**src/rtl/instr_mem_sync.sv**
```systemverilog
// Synchronous-read, byte-addressed, big-endian instruction memory with a boot-load
// write port, LOAD/RUN mode FSM, registered fetch with stall hold and fault reporting.
module instr_mem_sync #(
    parameter int ADDR_WIDTH  = 32,
    parameter int DEPTH_BYTES = 256,
    parameter int CNT_WIDTH   = 16
) (
    input  logic                  clk,
    input  logic                  reset,
    input  logic                  wr_en,
    input  logic [ADDR_WIDTH-1:0] wr_addr,
    input  logic [31:0]           wr_data,
    input  logic [3:0]            wr_be,
    input  logic                  load_done,
    output logic                  wr_err,
    output logic [CNT_WIDTH-1:0]  load_count,
    output logic                  running,
    input  logic                  fetch_req,
    input  logic [ADDR_WIDTH-1:0] fetch_addr,
    output logic                  fetch_ready,
    input  logic                  stall,
    output logic                  instr_valid,
    output logic [31:0]           instr,
    output logic [1:0]            fault
);

    localparam int WORDS  = DEPTH_BYTES / 4;
    localparam int WIDX_W = (WORDS > 1) ? $clog2(WORDS) : 1;

    // Range checks are done one bit wider than the address so addr+3 never wraps.
    localparam logic [ADDR_WIDTH:0] DEPTH_EXT = (ADDR_WIDTH+1)'(DEPTH_BYTES);
    localparam logic [ADDR_WIDTH:0] LAST_OFS  = (ADDR_WIDTH+1)'(3);

    localparam logic [1:0] FAULT_OK    = 2'b00;
    localparam logic [1:0] FAULT_ALIGN = 2'b01;
    localparam logic [1:0] FAULT_RANGE = 2'b10;

    typedef enum logic {ST_LOAD, ST_RUN} state_t;

    state_t                 r_state;
    state_t                 w_next_state;
    logic                   w_running;

    // Word-organised storage: bits [31:24] hold byte +0, matching the fetch order.
    logic [31:0]            r_mem [WORDS];

    logic [ADDR_WIDTH:0]    w_wr_end;
    logic                   w_wr_ok;
    logic [WIDX_W-1:0]      w_wr_idx;
    logic                   r_wr_err;
    logic [CNT_WIDTH-1:0]   r_load_count;

    logic [ADDR_WIDTH:0]    w_fe_end;
    logic [WIDX_W-1:0]      w_fe_idx;
    logic                   w_fetch_acc;
    logic [31:0]            w_rd_instr;
    logic [1:0]             w_rd_fault;
    logic                   r_instr_valid;
    logic [31:0]            r_instr;
    logic [1:0]             r_fault;

    // ---------------- mode FSM ----------------
    // NOTE: sequential state uses non-blocking assignments so every register
    // samples pre-edge values regardless of process evaluation order.
    always_ff @(posedge clk or posedge reset) begin
        if (reset) begin
            r_state <= ST_LOAD;
        end else begin
            r_state <= w_next_state;
        end
    end

    // NOTE: the default assignment first keeps this combinational block latch-free.
    always_comb begin
        w_next_state = r_state;
        if (r_state == ST_LOAD && load_done) begin
            w_next_state = ST_RUN;
        end
    end

    always_comb begin
        w_running = (r_state == ST_RUN);
    end

    // ---------------- boot-load write port ----------------
    assign w_wr_end = {1'b0, wr_addr} + LAST_OFS;
    assign w_wr_idx = wr_addr[WIDX_W+1:2];
    assign w_wr_ok  = (r_state == ST_LOAD) && wr_en &&
                      (wr_addr[1:0] == 2'b00) && (w_wr_end < DEPTH_EXT);

    // NOTE: the array has no reset on purpose; contents must survive reset, and
    // leaving it out lets synthesis map it onto block RAM.
    always_ff @(posedge clk) begin
        if (w_wr_ok) begin
            for (int b = 0; b < 4; b++) begin
                if (wr_be[b]) begin
                    r_mem[w_wr_idx][8*b +: 8] <= wr_data[8*b +: 8];
                end
            end
        end
    end

    always_ff @(posedge clk or posedge reset) begin
        if (reset) begin
            r_wr_err     <= 1'b0;
            r_load_count <= '0;
        end else begin
            r_wr_err <= wr_en && !w_wr_ok;
            if (w_wr_ok && (r_load_count != '1)) begin
                r_load_count <= r_load_count + CNT_WIDTH'(1);
            end
        end
    end

    // ---------------- fetch path ----------------
    assign w_fetch_acc = fetch_req && w_running && !stall;
    assign w_fe_end    = {1'b0, fetch_addr} + LAST_OFS;
    assign w_fe_idx    = fetch_addr[WIDX_W+1:2];

    // Misalignment outranks the range check; both force the word to zero.
    always_comb begin
        w_rd_fault = FAULT_OK;
        w_rd_instr = 32'h0;
        if (fetch_addr[1:0] != 2'b00) begin
            w_rd_fault = FAULT_ALIGN;
        end else if (w_fe_end >= DEPTH_EXT) begin
            w_rd_fault = FAULT_RANGE;
        end else begin
            w_rd_instr = r_mem[w_fe_idx];
        end
    end

    // Stall freezes the whole output register; otherwise valid tracks the accept
    // and instr/fault keep their last value between accepts.
    always_ff @(posedge clk or posedge reset) begin
        if (reset) begin
            r_instr_valid <= 1'b0;
            r_instr       <= 32'h0;
            r_fault       <= FAULT_OK;
        end else if (!stall) begin
            r_instr_valid <= w_fetch_acc;
            if (w_fetch_acc) begin
                r_instr <= w_rd_instr;
                r_fault <= w_rd_fault;
            end
        end
    end

    assign fetch_ready = w_running && !stall;
    assign running     = w_running;
    assign wr_err      = r_wr_err;
    assign load_count  = r_load_count;
    assign instr_valid = r_instr_valid;
    assign instr       = r_instr;
    assign fault       = r_fault;

endmodule
```
**config.mk**
```make
export PLATFORM = sky130hd
export DESIGN_NAME = instr_mem_sync
export DESIGN_NICKNAME = d
export VERILOG_FILES = /design/src/rtl/instr_mem_sync.sv
export SDC_FILE = /design/constraint.sdc
export NUM_CORES = 2
export LEC_CHECK = 0
export BUFFER_PORTS_ARGS = -buffer_cell sky130_fd_sc_hd__buf_2
export CORE_UTILIZATION = 55
export CTS_CLUSTER_DIAMETER = 100
export DETAILED_ROUTE_END_ITERATION = 7
export GPL_TIMING_DRIVEN = 0
export PLACE_DENSITY = 0.74
export SLEW_MARGIN = 40
export SYNTH_ARGS = -nofsm -noshare
export SYNTH_HDL_FRONTEND = slang
export SYNTH_SLANG_ARGS = --single-unit
export TNS_END_PERCENT = 10
```
**constraint.sdc**
```tcl
create_clock -name clk -period 2.27 [get_ports clk]
set_input_delay 0.227 -clock clk [delete_from_list [all_inputs] [get_ports clk]]
set_output_delay 0.227 -clock clk [all_outputs]
set_load 0.005 [all_outputs]
```
==> Word-level counts from Yosys, hierarchy flattened <==
Memories as Yosys holds them, arrays and structs flattened.
Cells that the tools add are included.
{ "classes": {"add_sub_neg": 3, "n_lt_le_gt_ge": 2, "eq_ne": 1, "muxes": 16, "bitwise": 2, "n_reduce_logical": 14} }
{ "op_table": {"columns": ["cell", "n"], "rows": [
  ["$add A32 B2 Y33 const B", 2],
  ["$mux W32", 2],
  ["$ge A33 B9 Y1 const B", 1],
  ["$lt A33 B9 Y1 const B", 1],
  ["$add A16 B1 Y16 const B", 1],
  ["$ne A16 B16 Y1 const B", 1],
  ["$mux W1", 12],
  ["$logic_and A1 B1 Y1", 9],
  ["$mux W2", 2],
  ["$logic_not A1 Y1", 2],
  ["$logic_not A2 Y1", 1],
  ["$not A1 Y1", 2],
  ["$reduce_and A2 Y1", 1],
  ["$reduce_bool A2 Y1", 1]
]} }
{ "word_totals": {"ff_bits": 53, "ramBits": 2048, "elab_cells": 45, "n_memories": 1} }
{ "memory_table": {"columns": ["memory", "words", "word_bits", "read_ports", "rd_clocked_by_memory_dff", "write_ports", "line_no", "source"], "rows": [
  ["r_mem", 64, 32, 1, 0, 1, "45", "logic [31:0] r_mem [WORDS];"]
]} }

==> Longest topological paths before layout <==
{ "depth": {"depth_word": 6, "mapped_depth": 13} }

==> Least setup slack after synthesis <==
OpenSTA, ideal clock, no wires.
{ "synth_path": {"path_type": "input port to flip-flop", "start": "input wr_addr[3]", "end": "memory r_mem[52][0], enable pin", "setup_ns": 0.332, "arrival_time_ns": 3.142, "t_required_ns": 1.938, "setup_slack_ns": -1.203, "path_stages": 12, "cell_sequence": "buf_4 -> nand4_4 -> or3_1 -> buf_2 -> or4_4 -> mux2_4 -> nor4_2 -> nand4_1 -> nor2_1 -> clkbuf_1 -> clkbuf_2 -> and3_1"} }
{ "synth_via": {"elab_chain_cells": 5} }
{ "synth_rtl": {"columns": ["element", "line_no", "source"], "rows": [
  ["start, declared", "11", "input logic [ADDR_WIDTH-1:0] wr_addr,"],
  ["$add A32 B2 Y33", "86", "assign w_wr_end = {1'b0, wr_addr} + LAST_OFS;"],
  ["$lt A33 B9 Y1", "89", "(wr_addr[1:0] == 2'b00) && (w_wr_end < DEPTH_EXT);"],
  ["$logic_and A1 B1 Y1", "89", null],
  ["$mux W1", "94", "if (w_wr_ok) begin"],
  ["$mux W1 (not written as such)", "97", "r_mem[w_wr_idx][8*b +: 8] <= wr_data[8*b +: 8];"],
  ["end, declared", "45", null]
]} }
Several ways; a longest one is shown, not always the timed one.

==> Worst setup path after layout <==
{ "layout_path": {"start": "input fetch_addr[4]", "end": "register r_instr[15] (netlist: instr[15])"} }
{ "layout_via": {"elab_chain_cells": 4, "word_cells_on_any_way": 5, "cone_classes": "add/sub (1); order compare (1); mux (2); memory (1)"} }
{ "layout_rtl": {"columns": ["element", "line_no", "source"], "rows": [
  ["start, declared", "19", "input logic [ADDR_WIDTH-1:0] fetch_addr,"],
  ["$add A32 B2 Y33", "117", "assign w_fe_end = {1'b0, fetch_addr} + LAST_OFS;"],
  ["$ge A33 B9 Y1", "126", "end else if (w_fe_end >= DEPTH_EXT) begin"],
  ["$mux W32 (*)", "126", null],
  ["$mux W32 (*)", "124", "if (fetch_addr[1:0] != 2'b00) begin"],
  ["end signal, assigned", "143", "r_instr <= w_rd_instr;"],
  ["end, declared", "59", "logic [31:0] r_instr;"]
]} }
Mark *: on every way between the ends. The rest lies on a longest branch, timed or not.
A chain may end at the register's enable or synchronous reset.

==> results.md <==
- The shortest period the worst path allows is 2.92 ns.
- The total power after layout is 80.2 mW.
- The reg-to-reg startpoint is running$_DFFE_PP0P_.
- The data required time of the critical path is 3.03 ns.
- The horizontal die dimension is 390 µm.
- IR analysis of the VDD net gives a maximum drop of 0.773 mV.
- The worst register-to-register path ends at r_mem[15][18]$_DFFE_PP_.
- For the final database, setup skew stands at 0.0335 ns.
- The via count of the first global-routing pass is 45300.
- The sequential cell area fraction in the yosys report is 75.8%.
- Leaving out filler cells and counting taps, the final layout contains 6714.
- The power density over the cells is 825 nW/µm².
- The initial antenna violation count was 16.
- Relative to the synthesized area, the layout overhead comes to 17.4%.
- The number of max-cap violations is 0.
- The count of endpoints failing hold in the final timing report is 0.
- In this run the register-to-register setup slack is -0.49 ns.
- The largest net degree at the start of global routing is 65.
- Of the total synthesized cell area, the portion taken by AND, OR, NAND and NOR gates is 3.82%.
- The first global-routing pass estimated 369 mm of wire.
- The number of enable flip-flop cells after synthesis is 2048.
- The tree is rooted in a sky130_fd_sc_hd__clkbuf_16.
- After synthesis, the share of cell area in mux cells is 15.6%.
- The Yosys step of the flow raised 0 warnings.
- The effective utilization at floorplan is 55.4%.
- The number of buffers and inverters on the critical path is 4.
- The number of H-tree levels is 4.
- The final worst hold slack is 0.0620 ns.
- The later pin in the worst-skew pair is clocked with a latency of 0.85 ns.
- Across the whole layout, storage elements account for 62800 µm².
- CTS saw 2101 sinks.
- Global routing used 36.5% of the available tracks.
- The post-layout net count is 4632.
- The post-synthesis share of cell area spent on xor and xnor gates is 0.159%.
- In this run the standard cell core region covers 150000 µm².
- Of all flip-flops after synthesis, the portion carrying an async set or reset was 2.52%.
- The endpoint arrival time on the critical path is 3.68 ns.
- The dominant synthesized flop cell is sky130_fd_sc_hd__edfxtp_1.
- The worst max-slew margin expressed relative to the limit is 29.8%.
- After the first detailed-routing iteration, the DRC count stood at 8418.
- The family with the most delay on the worst path is buffers and inverters.
- The number of routed nets with antenna violations is 0.
- The I/O pin total is 160.
- The capturing element type of the critical path is a register.
- The checks that failed: setup timing.
- The worst-case hold path end point is fault[1]$_DFFE_PP0P_.
- In the post-route analysis, the smallest setup slack over all paths is -0.650 ns.
- In this run the number of cells on the critical path is 11.
- By area, the combinational part of the netlist is dominated by multiplexers.
- For this design the static power due to leakage is 31.6 nW.
- The area enclosed by the die boundary is 152000 µm².
- In this run, CTS created clock tree buffers numbering 200.
- In this run the deepest clock path goes through 3 buffers.
- The hold path startpoint is fetch_addr[22].
- The synthesized netlist net count is 4159.
- The synthesized netlist devotes 3.18% of its cell area to compound gates.
- After detailed routing, the number of vias per cell comes to 7.11.
- The total overflow left after global routing is 0.
- The library cells used most frequently in the layout, excluding fill and tap cells, are sky130_fd_sc_hd__edfxtp_1 (2048), sky130_fd_sc_hd__mux4_2 (489), sky130_fd_sc_hd__and3_4 (250).
- The cell count after synthesis came out at 4052.
- The number of cell instances on the worst register-to-register path is 10.
- The max-slew violation count was 0.
- The fill cell instance count of the final layout is 9836.
- Dividing the detail-routed wire length by the instance count gives 41.4 µm.
- Summing all multi-input logic gate instances after layout gives 20500 µm².
- The biggest fanout along the worst timing path is 10.
- Setup repair after global routing could not meet its margin everywhere.
- Routability-driven placement finished with a final weighted congestion of 1.03.
- The HPWL after detailed placement is 185 mm.
- The worst setup path is launched from a primary input.
- The first TritonRoute pass finished after 8 iterations.
- In this run the mean area of a mapped cell was 20.4 µm².
- The TritonCTS clock tree is yes.
- Counting instances, the worst hold path has a depth of 6.
- Setup violations remaining at the end of the flow were counted as 2094.
- The total wire length after detailed routing is 278 mm.
- The adder-cell area share of the yosys netlist is 0.0151%.
- The maximum operating frequency is 0.342 GHz.
- Of the cells placed in the final design, the portion with a size suffix greater than 1 is 33.1%.
- The kind of critical path is in -> reg.
- After synthesis the cells add up to 82800 µm².
- The number of core rows is 142.
- The run finished, with violations left.
- The total instance count after detailed placement is 6258.
- The critical path goes through buf_2 > clkbuf_4 > nand2b_1 > clkbuf_1 > clkbuf_2 > o22ai_1 > a211oi_1 > a21oi_1 > nand2_1 > o21ai_2 > o21ai_0.
- The DRC violation count after routing is 0.
- After clock tree synthesis, the clock-pin slew on the worst setup and hold paths is 0.06 ns.
- The classification of the worst-slack hold path is in -> reg.
- In this run the vertical extent of the chip is 390 µm.
- The post-synthesis sequential element count is 2101.
- For the pin with the worst max-slew slack, the measured transition is 1.05 ns.
- The largest individual stage delay along the critical path comes from the cell sky130_fd_sc_hd__clkbuf_2.
- Synthesis instantiated 67 different standard cells from the library.
- The detailed router placed 47700 vias in this run.
- The commonest non-fill, non-tap cell in the layout is sky130_fd_sc_hd__edfxtp_1.
- The total of buffers placed on input and output ports is 147.
- After layout, the worst path uses 129% of the clock period.
- In this design, the stage delay of the slowest critical-path cell is 0.73 ns.
==> cell type report <==
type	count	area share, %
clock buffer	241	5.39
tap	2016	2.59
buffer	265	2.42
antenna	9	0.0232
timing repair buffer	273	2.83
clock inverter	125	1.01
inverter	14	0.0630
multi-input combinational	1670	21.1
sequential	2101	64.6
==> how the worst max path moves through the flow <==
stage	end	start	slack, ns
after floorplan	r_mem[50][10]$_DFFE_PP_	wr_addr[2]	-1.00
after global placement	instr[13]$_DFFE_PP0P_	fetch_addr[3]	-4.29
after detailed placement	r_mem[32][14]$_DFFE_PP_	wr_addr[9]	-2.83
after CTS	r_mem[12][10]$_DFFE_PP_	running$_DFFE_PP0P_	-0.55
after global routing	r_mem[32][12]$_DFFE_PP_	wr_addr[9]	-0.60
final	instr[15]$_DFFE_PP0P_	fetch_addr[4]	-0.65
==> registers in the layout, indices dropped and copies added, names as in the netlist <==
name and cells:
instr_valid 1, fault 2, running 1, instr 32, wr_err 1, load_count 16, r_mem 2048
==> power breakdown <==
group	internal (mW)	switching, mW	total (mW)
clock network	17.9	14.5	32.3
logic	1.76	3.58	5.34
registers	42.5	0.00268	42.5
==> metal layers <==
layer	vias up	routed length [µm]	global-route usage, %
met1	24600	95400	48.4
met4	16	17100	18.8
met5	-	402	0
met2	4187	121000	52.3
met3	814	43900	14.7
li1	18000	-	-
==> cell families (layout without fill, tap and decap cells) <==
logic type,Yosys count,count (layout)
simple gates,577,577
compound gates,395,395
flops,2101,2101
mux,682,682
buf+inv,281,918
fa+ha+maj,1,1
xor+xnor,15,15
other cells,0,9
==> worst register-to-register path: cells and delay by family, from the launching register on <==
kind | cells | cell delay, ns
AND/OR/NAND/NOR | 6 | 1.15
buffers and inverters | 3 | 0.59
flip-flops | 1 | 0.41
AO/OA/AOI/OAI | 1 | 0.29
==> metrics by stage <==
stage / instance area (µm²) / worst slack, ns / utilization [%] / TNS (ns)
final: 97300 / -0.650 / 65.0 / -1069.68
after global routing: 97300 / -0.603 / 65.0 / -1101.18
after CTS: 96800 / -0.553 / 64.7 / -1014.07
after detailed placement: 87800 / -2.83 / 58.7 / -4934.45
after global placement: 86500 / -4.29 / 57.8 / -5015.09
after floorplan: 83200 / -1.00 / - / -2022.99
==> what timing repair did <==
action | CTS | global route
setup buffers | 11 | 11
hold buffers | 49 | 1
setup endpoints to repair | 2098 | 2097
pin swaps | 20 | 16
endpoints found under the hold margin | 1878 | 1
gates resized for setup | 584 | 73
cloned | 3 | 6
==> Yosys cell counts (7+ instances only) <==
library cell               instances  share of area, %
sky130_fd_sc_hd__edfxtp_1       2048                74
sky130_fd_sc_hd__xor2_1           11              0.12
sky130_fd_sc_hd__o221ai_1         74              0.78
sky130_fd_sc_hd__buf_1            60              0.27
sky130_fd_sc_hd__or3_1             9             0.068
sky130_fd_sc_hd__mux2_2            9              0.12
sky130_fd_sc_hd__o21ai_0         106              0.64
sky130_fd_sc_hd__nand2_1          79              0.36
sky130_fd_sc_hd__mux4_2          489                13
sky130_fd_sc_hd__a21oi_1          68              0.41
sky130_fd_sc_hd__nor3_1           10             0.060
sky130_fd_sc_hd__nand4_1          15              0.11
sky130_fd_sc_hd__clkbuf_1        172              0.78
sky130_fd_sc_hd__nor4_1           11             0.083
sky130_fd_sc_hd__a211oi_1         17              0.15
sky130_fd_sc_hd__nand3_1          17              0.10
sky130_fd_sc_hd__inv_1            12             0.054
sky130_fd_sc_hd__and3_1          265               2.0
sky130_fd_sc_hd__dfrtp_1          53               1.6
sky130_fd_sc_hd__mux2i_1         183               2.2
sky130_fd_sc_hd__buf_2            28              0.17
sky130_fd_sc_hd__nand3b_1          7             0.063
sky130_fd_sc_hd__a221oi_1         30              0.32
sky130_fd_sc_hd__o22ai_1          62              0.47
sky130_fd_sc_hd__nor2_1          128              0.58
(Power assumes the default switching activity.)
